$ cat src/rtl/matrix_read_sequencer_if.sv
// Read-side bus of the matrix read sequencer:
// RAM read port plus the tagged element stream.
interface matrix_read_sequencer_if #(
  parameter int DW = 8,
  parameter int AW = 4,
  parameter int CW = 3
);
  logic          rd_en;
  logic [AW-1:0] rd_addr;
  logic [DW-1:0] rd_data;
  logic          out_valid;
  logic          out_ready;
  logic [DW-1:0] out_data;
  logic [CW-1:0] out_row;
  logic [CW-1:0] out_col;
  logic          out_last;

  modport master (
    output rd_en, rd_addr,
    output out_valid, out_data,
    output out_row, out_col, out_last,
    input  rd_data, out_ready
  );

  modport slave (
    input  rd_en, rd_addr,
    input  out_valid, out_data,
    input  out_row, out_col, out_last,
    output rd_data, out_ready
  );
endinterface

$ cat src/rtl/matrix_read_sequencer.sv
// Walks a DIM x DIM matrix in a 1-cycle RAM and
// streams elements tagged with row, col and last.
module matrix_read_sequencer #(
  parameter int DIM       = 3,
  parameter int DW        = 8,
  parameter int TRANSPOSE = 0
) (
  input  logic clk,
  input  logic rst,
  input  logic start,
  output logic busy,
  output logic done,
  matrix_read_sequencer_if.master bus
);
  localparam int N  = DIM * DIM;
  localparam int AW = $clog2(DIM*DIM-1) + 1;
  localparam int CW = $clog2(DIM) + 1;
  localparam int IW = $clog2(N + 1) + 1;
  localparam logic [CW-1:0] IMAX = CW'(DIM - 1);

  typedef enum logic [1:0] {
    IDLE, READ, DRAIN, DONE
  } state_t;

  typedef struct packed {
    logic [DW-1:0] data;
    logic [CW-1:0] row;
    logic [CW-1:0] col;
    logic          last;
  } ent_t;

  state_t        state_q, state_d;
  logic [CW-1:0] row_q, row_d;
  logic [CW-1:0] col_q, col_d;
  logic [IW-1:0] issued_q, issued_d;
  logic          inflight_q, inflight_d;
  logic [CW-1:0] inf_row_q, inf_row_d;
  logic [CW-1:0] inf_col_q, inf_col_d;
  logic          inf_last_q, inf_last_d;
  ent_t          ent0_q, ent0_d;
  ent_t          ent1_q, ent1_d;
  logic [1:0]    occ_q, occ_d;

  ent_t arr;
  ent_t head;
  logic valid;
  logic pop;
  logic rd_en;
  logic last_issue;

  // Head of stream: buffered entry, else the word
  // arriving from RAM this cycle (no bubble).
  always_comb begin
    arr = '{data: bus.rd_data,
            row:  inf_row_q,
            col:  inf_col_q,
            last: inf_last_q};
    valid = (occ_q != 2'd0) | inflight_q;
    head = '0;
    if (occ_q != 2'd0) begin
      head = ent0_q;
    end else if (inflight_q) begin
      head = arr;
    end
    pop = valid & bus.out_ready;
  end

  // Issue a read only if its data has a slot.
  always_comb begin
    last_issue = (issued_q == IW'(N - 1));
    rd_en = (state_q == READ)
          & (issued_q < IW'(N))
          & (({1'b0, occ_q}
              + {2'b0, inflight_q} < 3'd2)
             | pop);
  end

  // Two-entry FIFO: store arrivals not consumed
  // directly, shift on pop.
  always_comb begin
    ent0_d = ent0_q;
    ent1_d = ent1_q;
    occ_d  = occ_q;
    unique case (occ_q)
      2'd0: begin
        if (inflight_q & ~pop) begin
          ent0_d = arr;
          occ_d  = 2'd1;
        end
      end
      2'd1: begin
        if (pop) begin
          if (inflight_q) ent0_d = arr;
          else            occ_d  = 2'd0;
        end else if (inflight_q) begin
          ent1_d = arr;
          occ_d  = 2'd2;
        end
      end
      default: begin
        if (pop) begin
          ent0_d = ent1_q;
          if (inflight_q) ent1_d = arr;
          else            occ_d  = 2'd1;
        end
      end
    endcase
  end

  // Scan control and index counters.
  always_comb begin
    state_d    = state_q;
    row_d      = row_q;
    col_d      = col_q;
    issued_d   = issued_q;
    inflight_d = rd_en;
    inf_row_d  = inf_row_q;
    inf_col_d  = inf_col_q;
    inf_last_d = inf_last_q;
    if (rd_en) begin
      inf_row_d  = row_q;
      inf_col_d  = col_q;
      inf_last_d = last_issue;
    end
    unique case (state_q)
      IDLE: begin
        if (start) begin
          state_d  = READ;
          row_d    = '0;
          col_d    = '0;
          issued_d = '0;
        end
      end
      READ: begin
        if (rd_en) begin
          issued_d = issued_q + IW'(1);
          if (TRANSPOSE == 0) begin
            if (col_q == IMAX) begin
              col_d = '0;
              row_d = (row_q == IMAX) ? '0
                    : row_q + CW'(1);
            end else begin
              col_d = col_q + CW'(1);
            end
          end else begin
            if (row_q == IMAX) begin
              row_d = '0;
              col_d = (col_q == IMAX) ? '0
                    : col_q + CW'(1);
            end else begin
              row_d = row_q + CW'(1);
            end
          end
          if (last_issue) state_d = DRAIN;
        end
      end
      DRAIN: begin
        if (occ_d == 2'd0) state_d = DONE;
      end
      DONE:    state_d = IDLE;
      default: state_d = IDLE;
    endcase
  end

  // Drive status and bus outputs.
  always_comb begin
    busy = (state_q == READ)
         | (state_q == DRAIN);
    done = (state_q == DONE);
    bus.rd_en   = rd_en;
    bus.rd_addr = AW'(32'(row_q) * DIM
                      + 32'(col_q));
    bus.out_valid = valid;
    bus.out_data  = head.data;
    bus.out_row   = head.row;
    bus.out_col   = head.col;
    bus.out_last  = head.last;
  end

  // State registers, cleared asynchronously.
  always_ff @(posedge clk or posedge rst) begin
    if (rst) begin
      state_q    <= IDLE;
      row_q      <= '0;
      col_q      <= '0;
      issued_q   <= '0;
      inflight_q <= 1'b0;
      inf_row_q  <= '0;
      inf_col_q  <= '0;
      inf_last_q <= 1'b0;
      ent0_q     <= '0;
      ent1_q     <= '0;
      occ_q      <= 2'd0;
    end else begin
      state_q    <= state_d;
      row_q      <= row_d;
      col_q      <= col_d;
      issued_q   <= issued_d;
      inflight_q <= inflight_d;
      inf_row_q  <= inf_row_d;
      inf_col_q  <= inf_col_d;
      inf_last_q <= inf_last_d;
      ent0_q     <= ent0_d;
      ent1_q     <= ent1_d;
      occ_q      <= occ_d;
    end
  end
endmodule
$ cat src/flat_wrapper.sv
// flat-port wrapper written by rule: the top's interface ports become plain ports
module matrix_read_sequencer_flat 
#(
  parameter int DIM       = 3,
  parameter int DW        = 8,
  parameter int TRANSPOSE = 0
)
  (clk, rst, start, busy, done, bus_rd_en, bus_rd_addr, bus_out_valid, bus_out_data, bus_out_row, bus_out_col, bus_out_last, bus_rd_data, bus_out_ready);
  matrix_read_sequencer_if #(.DW(DW)) bus_i ();
  input  logic clk;
  input  logic rst;
  input  logic start;
  output logic busy;
  output logic done;
  output wire logic [$bits(bus_i.rd_en)-1:0] bus_rd_en;
  output wire logic [$bits(bus_i.rd_addr)-1:0] bus_rd_addr;
  output wire logic [$bits(bus_i.out_valid)-1:0] bus_out_valid;
  output wire logic [$bits(bus_i.out_data)-1:0] bus_out_data;
  output wire logic [$bits(bus_i.out_row)-1:0] bus_out_row;
  output wire logic [$bits(bus_i.out_col)-1:0] bus_out_col;
  output wire logic [$bits(bus_i.out_last)-1:0] bus_out_last;
  input wire logic [$bits(bus_i.rd_data)-1:0] bus_rd_data;
  input wire logic [$bits(bus_i.out_ready)-1:0] bus_out_ready;
  assign bus_rd_en = bus_i.rd_en;
  assign bus_rd_addr = bus_i.rd_addr;
  assign bus_out_valid = bus_i.out_valid;
  assign bus_out_data = bus_i.out_data;
  assign bus_out_row = bus_i.out_row;
  assign bus_out_col = bus_i.out_col;
  assign bus_out_last = bus_i.out_last;
  assign bus_i.rd_data = bus_rd_data;
  assign bus_i.out_ready = bus_out_ready;
  matrix_read_sequencer #(.DIM(DIM), .DW(DW), .TRANSPOSE(TRANSPOSE)) u_core (.clk(clk), .rst(rst), .start(start), .busy(busy), .done(done), .bus(bus_i));
endmodule
$ cat config.mk
export PLATFORM = sky130hd
export DESIGN_NAME = matrix_read_sequencer_flat
export DESIGN_NICKNAME = d
export VERILOG_FILES = /design/src/rtl/matrix_read_sequencer_if.sv /design/src/rtl/matrix_read_sequencer.sv /design/src/flat_wrapper.sv
export SDC_FILE = /design/constraint.sdc
export NUM_CORES = 1
export LEC_CHECK = 0
export ABC_CLOCK_PERIOD_IN_PS = 3400
export CORE_UTILIZATION = 45
export CTS_BUF_LIST = sky130_fd_sc_hd__clkbuf_8
export CTS_CLUSTER_SIZE = 40
export DETAILED_ROUTE_END_ITERATION = 8
export GPL_ROUTABILITY_DRIVEN = 1
export PLACE_DENSITY = 0.64
export SYNTH_ARGS = -nofsm -noshare
export SYNTH_HDL_FRONTEND = slang
export SYNTH_SLANG_ARGS = --single-unit
$ cat constraint.sdc
create_clock -name clk -period 3.4 [get_ports clk]
set_input_delay 0.85 -clock clk [delete_from_list [all_inputs] [get_ports clk]]
set_output_delay 0.85 -clock clk [all_outputs]
set_load 0.02 [all_outputs]
==> impl_metrics.csv, run 1 <==
group,metric,value,unit
outcome,outcome,"finished, final reports clean",
clock_tree,clkSinkCount,53,
synthesis,synth_area,0.002909,mm2
floorplanning,io_pins,35,
finish,antenna_cells,0,
finish,design_area,0.003520,mm2
global_route,antenna_found_initial,0,
drt,ant_nets,0,
drt,wl_per_cell,13.87,um
floorplanning,rows,28,
sta,clock-skew-final,0.01067,ns
clock_tree,worst_skew_pair.late_latency,0.30,ns
place,dp.final_hpwl,4046,um
synthesis,ys_seq_area_share,45.59,%
power,p_leak,1.582,nW
synthesis,synth_enable_flop_cells,0,
synthesis,syn-num-nets,306,
critical_path,cp.arrival,2.43,ns
critical_path,crit_family,"adder cells",
drt,first_iter_violations,70,
global_route,overflow,0,
clock_tree,path_clk_slew,0.09,ns
synthesis,synth_top_cell_by_area,"dfrtp_1",
finish,syn_to_final_growth,20.99,%
job,cap_viol_max_count,0,
synthesis,synth_top_cells_by_area,"dfrtp_1, mux2_2, nand2_1, ha_1, o21ai_0",
power,pwr_density_cell,956.1,mW/mm2
power,peakVddDrop,497.2,uV
critical_path,cp_cell_sequence,"fa_1 -> ha_1 -> inv_1 -> fa_1 -> xor2_1 -> xnor2_1 -> clkdlybuf4s15_1",
global_route,grt_pass1_wl,9280,um
synthesis,async_flop_share,100.0,%
sta,rsz0062_at_grt,"yes",
clock_tree,cts.repair.resized,1,
synthesis,synth-main-ff-cell,"dfrtp_1",
finish,multi_input_area,0.001480,mm2
clock_tree,cts_buffers,5,
synthesis,synth.avg_cell_area,10.35,um2
drt,wl,5562,um
critical_path,r2r_slack,1.37,ns
synthesis,synthDistinctLibCells,44,
clock_tree,cts_max_path_buffers,2,
synthesis,synth_most_common_cell,"nand2_1",
clock_tree,htree_num_levels,2,
critical_path,cpPeakStageDelay,0.54,ns
finish,drive_gt1_share,23.93,%
synthesis,synth_cells,281,
floorplanning,die_x,82.40,um
synthesis,synth_common_cells,"nand2_1, dfrtp_1, mux2_2",
critical_path,cp.required,2.55,ns
place,dp.cells,393,
floorplanning,coreArea,0.006061,mm2
drt,dr.pass1.iters,4,
clock_tree,cts.hold.buffers_added,0,
place,gp_congestion,0.8109,
place,port_buffers,34,
critical_path,crit_top_cell,"fa_1",
sta,setup_violations,0,
sta,tightest_slew,0.5255,ns
critical_path,critPathSlowestCell,"fa_1",
synthesis,synth_warnings,0,
clock_tree,cts_setup_buffers,0,
drt,drc_errors,0,
finish,nets,350,
critical_path,end_kind,"output pin",
floorplanning,fp.dieH,82.40,um
place,placed_area,0.003406,mm2
clock_tree,root_buffer,"clkbuf_8",
hold_path,hold_path.class,"reg -> reg",
sta,slew_headroom,64.97,%
floorplanning,die_area,0.006790,mm2
finish,instances_no_fill,401,
sta,hold_violations,0,
critical_path,path_class,"reg -> out",
clock_tree,cts_tree,"done",
global_route,grt_pass1_vias,2010,
floorplanning,start_util,48.00,%
critical_path,timing.critical_path.buf_inv,2,
drt,vias,2134,
synthesis,ys_ff_latch,53,
drt,via_per_inst,5.322,
synthesis,synth_top_area_share,45.59,%
sta,drv_slew,0,
finish,seq_area,0.001326,mm2
critical_path,crit_path_start_kind,"flip-flop",
sta,finalCriticalPeriod,3.280,ns
global_route,track_usage,18.31,%
finish,fillers,527,
sta,fin_crit_sh,96.48,%
sta,max_freq,0.3048,GHz
global_route,grt_max_degree,31,
critical_path,critPathMaxFanout,2,
==> worst reg2reg max path, stage by stage (launching register included) <==
cell       delay (ns)
dfrtp_1          0.41
inv_1            0.09
ha_1             0.15
buf_4            0.19
and4bb_2         0.26
o2111ai_2        0.23
or4_1            0.56
nand3_1          0.08
==> path summary, 6_finish.rpt <==
kind                                          end  depth (start not counted)              start
worst max-delay path               bus_rd_addr[3]                          7    u_core.col_q[1]
min in group asynchronous         u_core.col_q[0]                          2                rst
worst max register to register    u_core.row_q[1]                          7  u_core.state_q[1]
worst min register to register  u_core.ent1_q[13]                          1  u_core.ent1_q[13]
worst min-delay path            u_core.ent1_q[13]                          1  u_core.ent1_q[13]
max in group asynchronous        u_core.ent1_q[1]                          3                rst
==> sequential cells by signal, indices dropped and copies added, names as in the netlist, 2 cells and up <==
register	flops
u_core.ent0_q	15
u_core.ent1_q	15
u_core.issued_q	5
u_core.col_q	3
u_core.inf_col_q	3
u_core.inf_row_q	3
u_core.row_q	3
u_core.occ_q	2
u_core.state_q	2
==> power by group <==
part / switching [mW] / internal, mW / leakage (nW) / total, mW
Sequential: 0.201 / 0.900 / 0.674 / 1.10
Clock: 0.204 / 0.218 / 0.0595 / 0.422
Combinational: 0.943 / 0.899 / 0.848 / 1.84
Total: 1.35 / 2.02 / 1.58 / 3.37
==> placed cells by master (no fill, tap or decap), types with 2 or more instances in the layout <==
master,instances
a21oi_1,2
a31oi_1,2
buf_4,16
clkbuf_8,5
clkdlybuf4s50_1,32
dfrtp_1,53
fa_1,3
ha_1,10
inv_1,11
inv_2,2
mux2_2,47
nand2_1,64
nand3_1,10
nand3b_1,2
nor2_1,2
nor2b_1,6
o211ai_1,5
o21ai_0,22
or3_1,2
or4_1,3
==> cell type report <==
cell class,count,area share (%)
clock buffer,5,1.955
clock inverter,3,1.209
inverter,12,1.280
multi-input combinational,203,42.05
sequential,53,37.68
tap,75,2.666
timing repair buffer,50,13.15
==> logic make-up (layout without fill, tap and decap cells) <==
| kind of cell | after synthesis | in the layout | share of synthesized area, % |
|---|---|---|---|
| buf+inv | 25 | 70 | 3.527 |
| fa+ha+maj | 13 | 13 | 6.366 |
| simple gates | 99 | 99 | 15.91 |
| xor+xnor | 2 | 2 | 0.6023 |
| mux | 47 | 47 | 18.19 |
| flops | 53 | 53 | 45.59 |
| compound gates | 42 | 42 | 9.807 |
==> through the flow <==
| stage | setup TNS, ns | util (%) | setup WS (ns) | total power [mW] | hold WS, ns |
|---|---|---|---|---|---|
| after floorplan | 0 | - | 0.4937 | 2.305 | 0.4736 |
| after global placement | 0 | 56.19 | 0.1501 | 2.965 | 0.4812 |
| after CTS | 0 | 58.01 | 0.04393 | 3.411 | 0.5133 |
| after detailed placement | 0 | 56.19 | 0.1267 | 2.996 | 0.4895 |
| final | 0 | 58.07 | 0.1195 | 3.365 | 0.5081 |
| after global routing | -0.005321 | 58.07 | -0.005321 | 3.647 | 0.5316 |
==> routing by layer <==
metal,global-route usage [%],vias up,share of wire (%)
met2,29.59,37,46
li1,-,1070,-
met3,3.297,9,3.1
met5,0,-,0
met1,24.60,1018,49
met4,6.491,0,1.3
No activity file was read; power rests on OpenSTA's default activity.
==> run 2, diff against run 1 <==
Settings changed: GPL_TIMING_DRIVEN from default to 0, SETUP_SLACK_MARGIN from default to 0.5, SLEW_MARGIN from default to 20.
==> run 2 against run 1 <==
Combinational power is essentially flat; total power decreased by 1.9%; non-clock buffer count up 3; fmax increased by 5.7%; highest routed layer unchanged; largest power group unchanged.
==> impl_metrics.csv, run 2 (synthesis gave the netlist of run 1 again) <==
group,metric,value,unit
sta,tightest_slew,0.6687,ns
global_route,grt_max_degree,54,
sta,fin_crit_sh,91.31,%
floorplanning,die_area,0.006790,mm2
finish,design_area,0.003478,mm2
power,peakVddDrop,795.6,uV
sta,finalCriticalPeriod,3.105,ns
sta,rsz0062_at_grt,"yes",
finish,final_util,57.39,%
drt,wl_per_cell,14.54,um
clock_tree,path_clk_slew,0.09,ns
sta,clock-skew-final,0.01227,ns
hold_path,hold_path.class,"reg -> reg",
critical_path,r2r_slack,1.40,ns
drt,dr_wl_met3,164,um
floorplanning,start_util,48.00,%
finish,largestRegisters,"u_core.ent0_q: 15 flops, u_core.ent1_q: 15 flops, u_core.issued_q: 5 flops",
finish,antenna_cells,0,
sta,finalWorstSetupSlack,0.2954,ns
floorplanning,io_pins,35,
clock_tree,root_buffer,"clkbuf_8",
clock_tree,cts_buffers,5,
floorplanning,die_x,82.40,um
critical_path,end_kind,"output pin",
sta,max_freq,0.3221,GHz
sta,hold_violations,0,
global_route,grt_pass1_wl,9791,um
finish,syn_to_final_growth,19.57,%
place,port_buffers,34,
power,power,3.301,mW
critical_path,critPathMaxFanout,2,
drt,drc_errors,0,
critical_path,cp.arrival,2.25,ns
critical_path,cp.required,2.55,ns
outcome,outcome,"finished, final reports clean",
sta,drv_slew,0,
place,gp_congestion,0.7154,
place,dp.final_hpwl,4127,um
global_route,track_usage,19.27,%
global_route,antenna_found_initial,0,
finish,final_common_cell,"nand2_1",
clock_tree,clkSinkCount,53,
drt,vias,2170,
drt,routedLengthMet1,2971,um
finish,final_cell_mix,"nand2_1, dfrtp_1, mux2_2",
critical_path,ff2ff_path_depth,7,
floorplanning,coreArea,0.006061,mm2
floorplanning,rows,28,
place,dp.cells,390,
clock_tree,htree_num_levels,2,
sta,setup_violations,0,
clock_tree,cts.hold.buffers_added,0,
power,p_leak,1.637,nW
place,dp_slack,-0.1581,ns
clock_tree,worst_skew_pair.late_latency,0.31,ns
critical_path,path_class,"reg -> out",
drt,dr.pass1.iters,4,
critical_path,regToRegEndpoint,"u_core.col_q[0]",
clock_tree,cts_max_path_buffers,2,
drt,ant_nets,0,
global_route,overflow,0,
finish,nets,353,
drt,wl_met2,2675,um
sta,slew_headroom,55.42,%
drt,first_iter_violations,63,
drt,top_layer,"met4",
global_route,grt_pass1_vias,2019,
critical_path,r2r_start,"u_core.state_q[1]",
finish,instances_no_fill,404,
floorplanning,fp.dieH,82.40,um
critical_path,crit_end,"bus_rd_addr[3]",
power,pwr_density_cell,948.9,mW/mm2
critical_path,crit_path_start_kind,"flip-flop",
drt,wl,5875,um
sta,whs,0.5073,ns
drt,via_per_inst,5.371,
finish,drive_gt1_share,27.05,%
place,placed_area,0.003353,mm2
critical_path,crit_start,"u_core.row_q[0]",
job,cap_viol_max_count,0,
clock_tree,cts_tree,"done",
sta,setup-tns-final,0,ns
==> run 2: cell count changes in the layout (fill, tap and decap cells not counted), sizes merged, moves of 2 or more <==
cell	before	now
clkbuf	5	12
dlygate4sd2	0	16
clkdlybuf4s50	32	15
inv	13	15
==> run 2: per-layer routing <==
layer  track usage, %  vias up
li1                 -     1068
met5                0        -
met1            27.79     1060
met2            29.50       37
met4            5.263        0
met3            3.626        5
==> run 2: timing repair <==
action | CTS | global route
buffers inserted | 6 | 0
pin swaps | 4 | 1
setup endpoints to repair | 20 | 7
gates resized for setup | 41 | 8
==> run 2: worst min path at each step <==
stage                   endpoint              start  slack [ns]  depth (start not counted)
3_5_place_dp   u_core.ent1_q[14]  u_core.ent1_q[14]        0.49                          1
4_1_cts        u_core.ent1_q[14]  u_core.ent1_q[14]        0.51                          1
3_3_place_gp   u_core.ent1_q[12]  u_core.ent1_q[12]        0.48                          1
5_1_grt         u_core.ent1_q[6]   u_core.ent1_q[6]        0.52                          1
6_report        u_core.ent1_q[6]   u_core.ent1_q[6]        0.51                          1
2_1_floorplan   u_core.ent1_q[0]   u_core.ent1_q[0]        0.47                          1
==> run 2: power by group <==
part	internal (mW)	total (mW)	switching (mW)
sequential	0.904	1.12	0.216
clock	0.138	0.337	0.199
combinational	0.864	1.84	0.980
total	1.91	3.30	1.39
==> run 2: final cells by class <==
class,count,area [um2]
sequential,53,1330
clock buffer,5,68.82
timing repair buffer,40,359.1
multi-input combinational,203,1500
buffer,13,67.56
tap,75,93.84
clock inverter,3,11.26
fill,549,2582
inverter,12,47.55
==> run 2: worst max-delay path, cell delays in order (launching register included) <==
cell and delay, ns:
dfrtp_2 0.42, fa_1 0.54, ha_2 0.17, inv_2 0.03, fa_2 0.34, xor2_2 0.16
xnor2_2 0.13, buf_4 0.16
==> run 3, diff against run 2 <==
Settings changed: CAP_MARGIN from default to 30.
==> results of run 3 <==
No change in the layout: final DEF, timing and power equal those of run 2.
